### config.mk
export PLATFORM = sky130hd
export DESIGN_NAME = eros_obi_rr_arbiter
export DESIGN_NICKNAME = d
export VERILOG_FILES = /design/src/rtl/eros_obi_rr_arbiter.sv
export SDC_FILE = /design/constraint.sdc
export NUM_CORES = 1
export LEC_CHECK = 0
export ABC_AREA = 1
export CORE_AREA = 4 4 108 110
export DETAILED_ROUTE_END_ITERATION = 8
export DIE_AREA = 0 0 112 114
export PLACE_DENSITY = 0.65
export SLEW_MARGIN = 25
export SYNTH_ARGS = -nofsm -noshare
export SYNTH_HDL_FRONTEND = slang
export SYNTH_SLANG_ARGS = --single-unit
### constraint.sdc
create_clock -name clk_i -period 5.3 [get_ports clk_i]
set_input_delay 0.53 -clock clk_i [delete_from_list [all_inputs] [get_ports clk_i]]
set_output_delay 0.53 -clock clk_i [all_outputs]
set_load 0.01 [all_outputs]
### src/rtl/eros_obi_rr_arbiter.sv
// Round-robin arbiter sharing the EROS external OBI manager port between NREQ requesters.
// Optional response watchdog is enabled with `define EROS_OBI_ARB_TIMEOUT_EN.
module eros_obi_rr_arbiter #(
  parameter int NREQ       = 2,
  parameter int ADDR_WIDTH = 32,
  parameter int DATA_WIDTH = 32,
  parameter int MAX_OUT    = 2,
  parameter int TIMEOUT    = 1024
) (
  input  logic                         clk_i,
  input  logic                         rst_ni,
  input  logic [NREQ-1:0]              slv_req_i,
  output logic [NREQ-1:0]              slv_gnt_o,
  input  logic [NREQ*ADDR_WIDTH-1:0]   slv_addr_i,
  input  logic [NREQ-1:0]              slv_we_i,
  input  logic [NREQ*DATA_WIDTH/8-1:0] slv_be_i,
  input  logic [NREQ*DATA_WIDTH-1:0]   slv_wdata_i,
  output logic [NREQ-1:0]              slv_rvalid_o,
  output logic [DATA_WIDTH-1:0]        slv_rdata_o,
  output logic                         mst_req_o,
  input  logic                         mst_gnt_i,
  output logic [ADDR_WIDTH-1:0]        mst_addr_o,
  output logic                         mst_we_o,
  output logic [DATA_WIDTH/8-1:0]      mst_be_o,
  output logic [DATA_WIDTH-1:0]        mst_wdata_o,
  input  logic                         mst_rvalid_i,
  input  logic [DATA_WIDTH-1:0]        mst_rdata_i,
  output logic [$clog2(MAX_OUT+1)-1:0] outstanding_o,
  output logic                         timeout_o,
  input  logic                         timeout_clr_i
);

  localparam int BE_W  = DATA_WIDTH / 8;
  localparam int SEL_W = (NREQ > 1) ? $clog2(NREQ) : 1;
  localparam int PTR_W = (MAX_OUT > 1) ? $clog2(MAX_OUT) : 1;
  localparam int CNT_W = $clog2(MAX_OUT + 1);

  typedef enum logic {IDLE, HOLD} state_t;

  state_t           state;
  logic [SEL_W-1:0] rr_ptr, hold_sel, arb_sel, sel, offset, head;
  logic [SEL_W:0]   sum;
  logic [NREQ-1:0]  req_rot;
  logic             arb_valid, space, push, pop;
  logic [SEL_W-1:0] fifo_mem [MAX_OUT];
  logic [PTR_W-1:0] wr_ptr, rd_ptr;
  logic [CNT_W-1:0] count;

  // Rotate the request vector so bit 0 is the pointer position; the lowest set bit wins.
  always_comb begin
    req_rot   = NREQ'({slv_req_i, slv_req_i} >> rr_ptr);
    arb_valid = |slv_req_i;
    offset    = '0;
    for (int k = NREQ - 1; k >= 0; k--) begin
      if (req_rot[k]) offset = SEL_W'(k);
    end
    sum = {1'b0, rr_ptr} + {1'b0, offset};
    if (sum >= (SEL_W+1)'(NREQ)) sum = sum - (SEL_W+1)'(NREQ);
    arb_sel = sum[SEL_W-1:0];
  end

  // A full FIFO may still accept a new transfer in the cycle its head is popped.
  assign pop           = mst_rvalid_i && (count != '0);
  assign space         = (count != CNT_W'(MAX_OUT)) || pop;
  assign mst_req_o     = (state == HOLD) || (arb_valid && space);
  assign sel           = (state == HOLD) ? hold_sel : arb_sel;
  assign push          = mst_req_o && mst_gnt_i;
  assign head          = fifo_mem[rd_ptr];
  assign outstanding_o = count;
  assign slv_rdata_o   = pop ? mst_rdata_i : '0;

  always_comb begin
    mst_addr_o   = '0;
    mst_we_o     = 1'b0;
    mst_be_o     = '0;
    mst_wdata_o  = '0;
    slv_gnt_o    = '0;
    slv_rvalid_o = '0;
    for (int i = 0; i < NREQ; i++) begin
      if (mst_req_o && (sel == SEL_W'(i))) begin
        mst_addr_o   = slv_addr_i[i*ADDR_WIDTH +: ADDR_WIDTH];
        mst_we_o     = slv_we_i[i];
        mst_be_o     = slv_be_i[i*BE_W +: BE_W];
        mst_wdata_o  = slv_wdata_i[i*DATA_WIDTH +: DATA_WIDTH];
        slv_gnt_o[i] = mst_gnt_i;
      end
      if (pop && (head == SEL_W'(i))) slv_rvalid_o[i] = 1'b1;
    end
  end

  always_ff @(posedge clk_i or negedge rst_ni) begin
    if (!rst_ni) begin
      state    <= IDLE;
      hold_sel <= '0;
      rr_ptr   <= '0;
      wr_ptr   <= '0;
      rd_ptr   <= '0;
      count    <= '0;
    end else begin
      case (state)
        IDLE: begin
          if (mst_req_o && !mst_gnt_i) begin
            state    <= HOLD;
            hold_sel <= arb_sel;
          end
        end
        HOLD: begin
          if (mst_gnt_i) state <= IDLE;
        end
        default: state <= IDLE;
      endcase
      if (push) begin
        rr_ptr <= (sel == SEL_W'(NREQ - 1)) ? '0 : sel + SEL_W'(1);
        wr_ptr <= (wr_ptr == PTR_W'(MAX_OUT - 1)) ? '0 : wr_ptr + PTR_W'(1);
      end
      if (pop) rd_ptr <= (rd_ptr == PTR_W'(MAX_OUT - 1)) ? '0 : rd_ptr + PTR_W'(1);
      case ({push, pop})
        2'b10:   count <= count + CNT_W'(1);
        2'b01:   count <= count - CNT_W'(1);
        default: count <= count;
      endcase
    end
  end

  always_ff @(posedge clk_i) begin
    if (push) fifo_mem[wr_ptr] <= sel;
  end

`ifdef EROS_OBI_ARB_TIMEOUT_EN
  localparam int WD_W = $clog2(TIMEOUT + 1);

  logic [WD_W-1:0] wd_cnt;
  logic            timeout_q;

  // Counts response-less cycles while anything is outstanding; saturates at TIMEOUT.
  always_ff @(posedge clk_i or negedge rst_ni) begin
    if (!rst_ni) begin
      wd_cnt    <= '0;
      timeout_q <= 1'b0;
    end else if (timeout_clr_i) begin
      wd_cnt    <= '0;
      timeout_q <= 1'b0;
    end else if (mst_rvalid_i || (count == '0)) begin
      wd_cnt <= '0;
    end else if (wd_cnt != WD_W'(TIMEOUT)) begin
      wd_cnt <= wd_cnt + WD_W'(1);
      if (wd_cnt == WD_W'(TIMEOUT - 1)) timeout_q <= 1'b1;
    end
  end

  assign timeout_o = timeout_q;
`else
  logic unused_timeout;
  assign unused_timeout = timeout_clr_i & (TIMEOUT > 0);
  assign timeout_o      = 1'b0;
`endif

endmodule

Word-level counts from Yosys, hierarchy flattened:

Memories as Yosys holds them, arrays and structs flattened.
Index checks and enable logic that the tools add are counted.
Widths: inputs -> output; s select.

* bits in registers: 7
* bits in writable memories: 2
* bits of input ports: 177
* output and inout port bits: 109
* word-level logic and storage cells: 63
* memories kept: 1

* add/subtract/negate cells: 7
* $lt $le $gt $ge: 1
* eq/ne operators: 3
* shift operators: 1
* mux-type cells: 26
* bitwise operators: 3
* reductions and logical operators: 15

Memory list
* fifo_mem: depth 2, bits a word 1, rd ports 1, clocked after memory_dff 0, wr ports 1, RTL line 45 `logic [SEL_W-1:0] fifo_mem [MAX_OUT];`

Operators by type and width (number)
* $mux 32: 5
* $mux 1: 17
* $logic_and 1x1->1: 8
* $mux 4: 2
* $pmux 2 s2: 1
* $reduce_bool 2->1: 2
* $shr 4x1->2: 1
* $add 1x1->1 const B: 3
* $not 1->1: 3
* $add 1x1->2: 1
* $add 2x1->2 const B: 1
* $eq 2x1->1 const B: 1
* $eq 2x2->1 const B: 1
* $ge 2x2->1 const B: 1
* $logic_or 1x1->1: 2
* $ne 2x2->1 const B: 1
* $pmux 1 s2: 1
* $reduce_and 2->1: 1
* $reduce_or 2->1: 1
* $sub 2x1->2 const B: 1
* $logic_not 1->1: 1
* $sub 1x1->1 const B: 1

Logic depth before layout (Yosys ltp):

* depth after elaboration: 11
* mapped depth: 10
* depth with buffers taken out: 9

Worst setup path before layout:

OpenSTA, ideal clock, no wires.

* kind: input -> output
* start point: input port mst_rvalid_i
* end point: output port mst_addr_o[21]
* arrival time: 1.307 ns
* path slack: 3.463 ns
* stages: 7
* path buffers: 2
* cells stage by stage: nand3b_1 -> nand2_1 -> nand2_2 -> buf_12 -> buf_6 -> nand3_1 -> nand2_1

* word-level cells in the longest chain between the ends: 7
* elaborated cells on any way between the ends: 8

RTL lines
* start, declared: RTL line 26 `input logic mst_rvalid_i,`
* $logic_and 1x1->1 (*): RTL line 63 `assign pop = mst_rvalid_i && (count != '0);`
* $logic_or 1x1->1 (*): RTL line 64 `assign space = (count != CNT_W'(MAX_OUT)) || pop;`
* $logic_and 1x1->1 (*): RTL line 65 `assign mst_req_o = (state == HOLD) || (arb_valid && space);`
* $logic_or 1x1->1 (*): RTL line 65
* via mst_req_o: RTL line 20 `output logic mst_req_o,`
* $logic_and 1x1->1: RTL line 80 `if (mst_req_o && (sel == SEL_W'(i))) begin`
* $mux 32: RTL line 80
* $mux 32 (*): RTL line 80
* end, declared: RTL line 22 `output logic [ADDR_WIDTH-1:0] mst_addr_o,`

Mark *: on every way through the listed nets, which the timed path passes. The rest lies on a longest branch.

Final worst setup path:

* start point: input port slv_req_i[1]
* end point: output port mst_addr_o[0]

* word-level cells in the longest chain between the ends: 11
* elaborated cells on any way between the ends: 16

RTL lines
* start, declared: RTL line 12 `input logic [NREQ-1:0] slv_req_i,`
* $shr 4x1->2: RTL line 51 `req_rot = NREQ'({slv_req_i, slv_req_i} >> rr_ptr);`
* $mux 1 (2 in a row): RTL line 55 `if (req_rot[k]) offset = SEL_W'(k);`
* $add 1x1->2: RTL line 57 `sum = {1'b0, rr_ptr} + {1'b0, offset};`
* $ge 2x2->1 or $sub 1x1->1 (tied branches): RTL line 58 `if (sum >= (SEL_W+1)'(NREQ)) sum = sum - (SEL_W+1)'(NREQ);`
* $mux 1: RTL line 58
* $mux 1: RTL line 66 `assign sel = (state == HOLD) ? hold_sel : arb_sel;`
* $not 1->1: RTL line 80
* $logic_and 1x1->1: RTL line 80
* $mux 32: RTL line 80
* $mux 32 (*): RTL line 80

Mark *: on every way between the ends. The rest lies on a longest branch, timed or not.

==> impl_metrics.yaml <==
clocking:
  clk_pin_slew_worst_paths_ns: 0.04
  ctsRootBufferMaster: "clkbuf_8"
  cts.hold.buffers_added: 0
  clockBufferDepth: 2
  htree_num_levels: 1
  cts_resized: 0
  cts.sinks: 9
  postCtsSetupRepairBufs: 0
  clk_latency_ns: 0.23
  cts_made_buffers: 3
  cts_tree: "built"
placement:
  hpwl_mm: 8.254
  dp_cells: 756
  place_congestion: 0.8606
  place_ws_ns: 1.493
  io_buffers: 283
logic_synthesis:
  yosys_warnings: 0
  synth_cell_type_count: 23
  synth-seq-area-share_pct: 12.38
  synth_area_sq_um: 1901
  synth-seq-cells: 9
  syn-num-nets: 540
  avgSynthCellArea_sq_um: 5.250
  syn_inst: 362
die:
  rows: 38
  floorplan.initialDensity_pct: 17.77
  die_h_um: 114
  die_area_sq_um: 12770
  core_area_sq_um: 10700
  pin_count: 286
  chipWidth_um: 112
power:
  p_leak_nw: 2.213
  ir_drop_uv: 124.2
  powerDensity_nw_per_um2: 291.6
  power.total_mw: 1.395
global_routing:
  grt_max_degree: 80
  antenna_found_initial: 0
  grtUsageTotal_pct: 13.92
  grt_overflow_total: 0
  grt_pass1_vias: 3152
  grt_first_pass_wirelength_mm: 14.96
timing:
  max_freq_ghz: 0.2672
  rsz0062_at_grt: "no"
  setup-violations-final: 0
  max_slew_margin_pct: 50.43
  clock_skew_ns: 0.0002840
  hold_viol: 0
  drv_slew: 0
  fin_crit_sh_pct: 70.62
  setup_ws_ns: 1.557
  setup-tns-final_ns: 0
  worst_pin_slew_ns: 0.7409
  fin_crit_ns: 3.743
  hold_ws_ns: 0.4748
setup_path:
  critPathMaxFanout: 40
  end_kind: "output port"
  crit_type: "in -> out"
  crit_required_ns: 4.77
  start_kind: "primary input"
  arrival_ns: 3.21
finish:
  drive_above_1_share_pct: 2.097
  syn_to_final_growth_pct: 151.6
  layout.nets: 799
  seq_area_sq_um: 235.2
  nFillCells: 1076
  multi_input_area_sq_um: 1294
  final_cells: 760
  antenna_cells: 0
detailed_routing:
  first_pass_iters: 4
  wl_per_cell_um: 13.27
  num_vias: 3266
  wirelength_mm: 10.08
  drt-vias-per-instance: 4.297
  drtIter0Drc: 169
  drc: 0
  antenna_left: 0
flow_run:
  drv_cap: 0
run_status:
  status: "complete, no violations"
worst_hold_path:
  min_path_type: "reg -> reg"
-- cells in the mapped netlist, drive strengths merged --
master	number	area [sq um]
nand3	140	700.7
xnor2	3	26.28
buf	33	232.7
nor2	37	138.9
and2	1	6.260
nand2	85	324.1
inv	42	157.7
mux2i	1	10.01
nand3b	1	7.510
a21oi	3	18.77
edfxtp	2	60.06
ha	1	12.51
conb	1	3.750
nand4	1	6.260
o21ai	4	20.01
dfrtp	7	175.2
-- power by group --
group / internal (mW) / switching (mW) / total, mW / leakage [nW]
sequential: 0.0995 / 0.0252 / 0.125 / 0.102
clock: 0.0524 / 0.0267 / 0.0791 / 0.0228
combinational: 0.629 / 0.562 / 1.19 / 2.09
total: 0.781 / 0.614 / 1.39 / 2.21
-- critical path, cell delays in order --
cell and delay (ns):
clkdlybuf4s50_1 0.51, nor2_1 0.07, nor2_1 0.20, nand2_1 0.10, nand2_2 0.56, buf_4 0.43, nand3_1 0.12, nand2_1 0.10
clkdlybuf4s50_1 0.57
-- flip-flops by register name, indices dropped and copies added (netlist names) --
register and count:
hold_sel 1, state 1, outstanding_o 2, wr_ptr 1, rd_ptr 1, fifo_mem 2, rr_ptr 1
-- cell families after synthesis --
| logic type | Yosys count | synth area share [%] |
|---|---|---|
| flip-flops | 9 | 12.38 |
| other | 1 | 0.1973 |
| XOR/XNOR | 3 | 1.383 |
| AO/OA/AOI/OAI | 7 | 2.040 |
| multiplexers | 1 | 0.5267 |
| buffers and inverters | 75 | 20.54 |
| AND/OR/NAND/NOR | 265 | 62.28 |
| adder cells (fa/ha/maj) | 1 | 0.6582 |
-- layer usage --
layer,GRT usage [%],vias to the layer above,wire [um]
met5,0,-,0
met4,2.404,0,106
met3,5.040,8,1122
met2,25.82,177,5118
met1,15.48,1400,3736
li1,-,1681,-
-- worst paths after layout --
check | from | slack (ns) | depth (start not counted) | to
worst max-delay path | slv_req_i[1] | 1.56 | 9 | mst_addr_o[0]
worst min-delay path | wr_ptr$_DFFE_PN0P_ | 0.47 | 2 | wr_ptr$_DFFE_PN0P_
worst max register to register | outstanding_o[0]$_DFFE_PN0P_ | 3.04 | 9 | outstanding_o[1]$_DFFE_PN0P_
worst min register to register | wr_ptr$_DFFE_PN0P_ | 0.47 | 2 | wr_ptr$_DFFE_PN0P_
max in group asynchronous | rst_ni | 4.48 | 1 | hold_sel$_DFFE_PN0P_
min in group asynchronous | rst_ni | 0.57 | 1 | rd_ptr$_DFFE_PN0N_
-- cell usage in the layout (no fill, tap or decap) --
cell type / instances
clkdlybuf4s50_1: 283
nand3_1: 140
nand2_1: 82
inv_1: 41
nor2_1: 37
dfrtp_1: 7
o21ai_0: 3
xnor2_1: 3
clkbuf_8: 3
buf_4: 3
nand2_2: 2
a21oi_1: 2
edfxtp_1: 2
inv_2: 1
nand3b_1: 1
nand2_4: 1
a21oi_4: 1
o21ai_2: 1
mux2i_1: 1
and2_1: 1
nand4_1: 1
ha_1: 1
conb_1: 1
clkbuf_1: 1
buf_12: 1
-- per-stage QoR --
step / instance area, sq um / utilization, %
2_1_floorplan: 1901 / -
3_3_place_gp: 4737 / 44.28
3_5_place_dp: 4737 / 44.28
4_1_cts: 4782 / 44.70
5_1_grt: 4782 / 44.70
6_report: 4782 / 44.70
-- layout make-up --
type,count,share of cell area [%]
timing repair buffer,287,60.13
sequential,9,4.919
inverter,42,3.297
clock buffer,4,0.9419
multi-input combinational,278,27.05
tap,140,3.663
(Power assumes the default switching activity.)
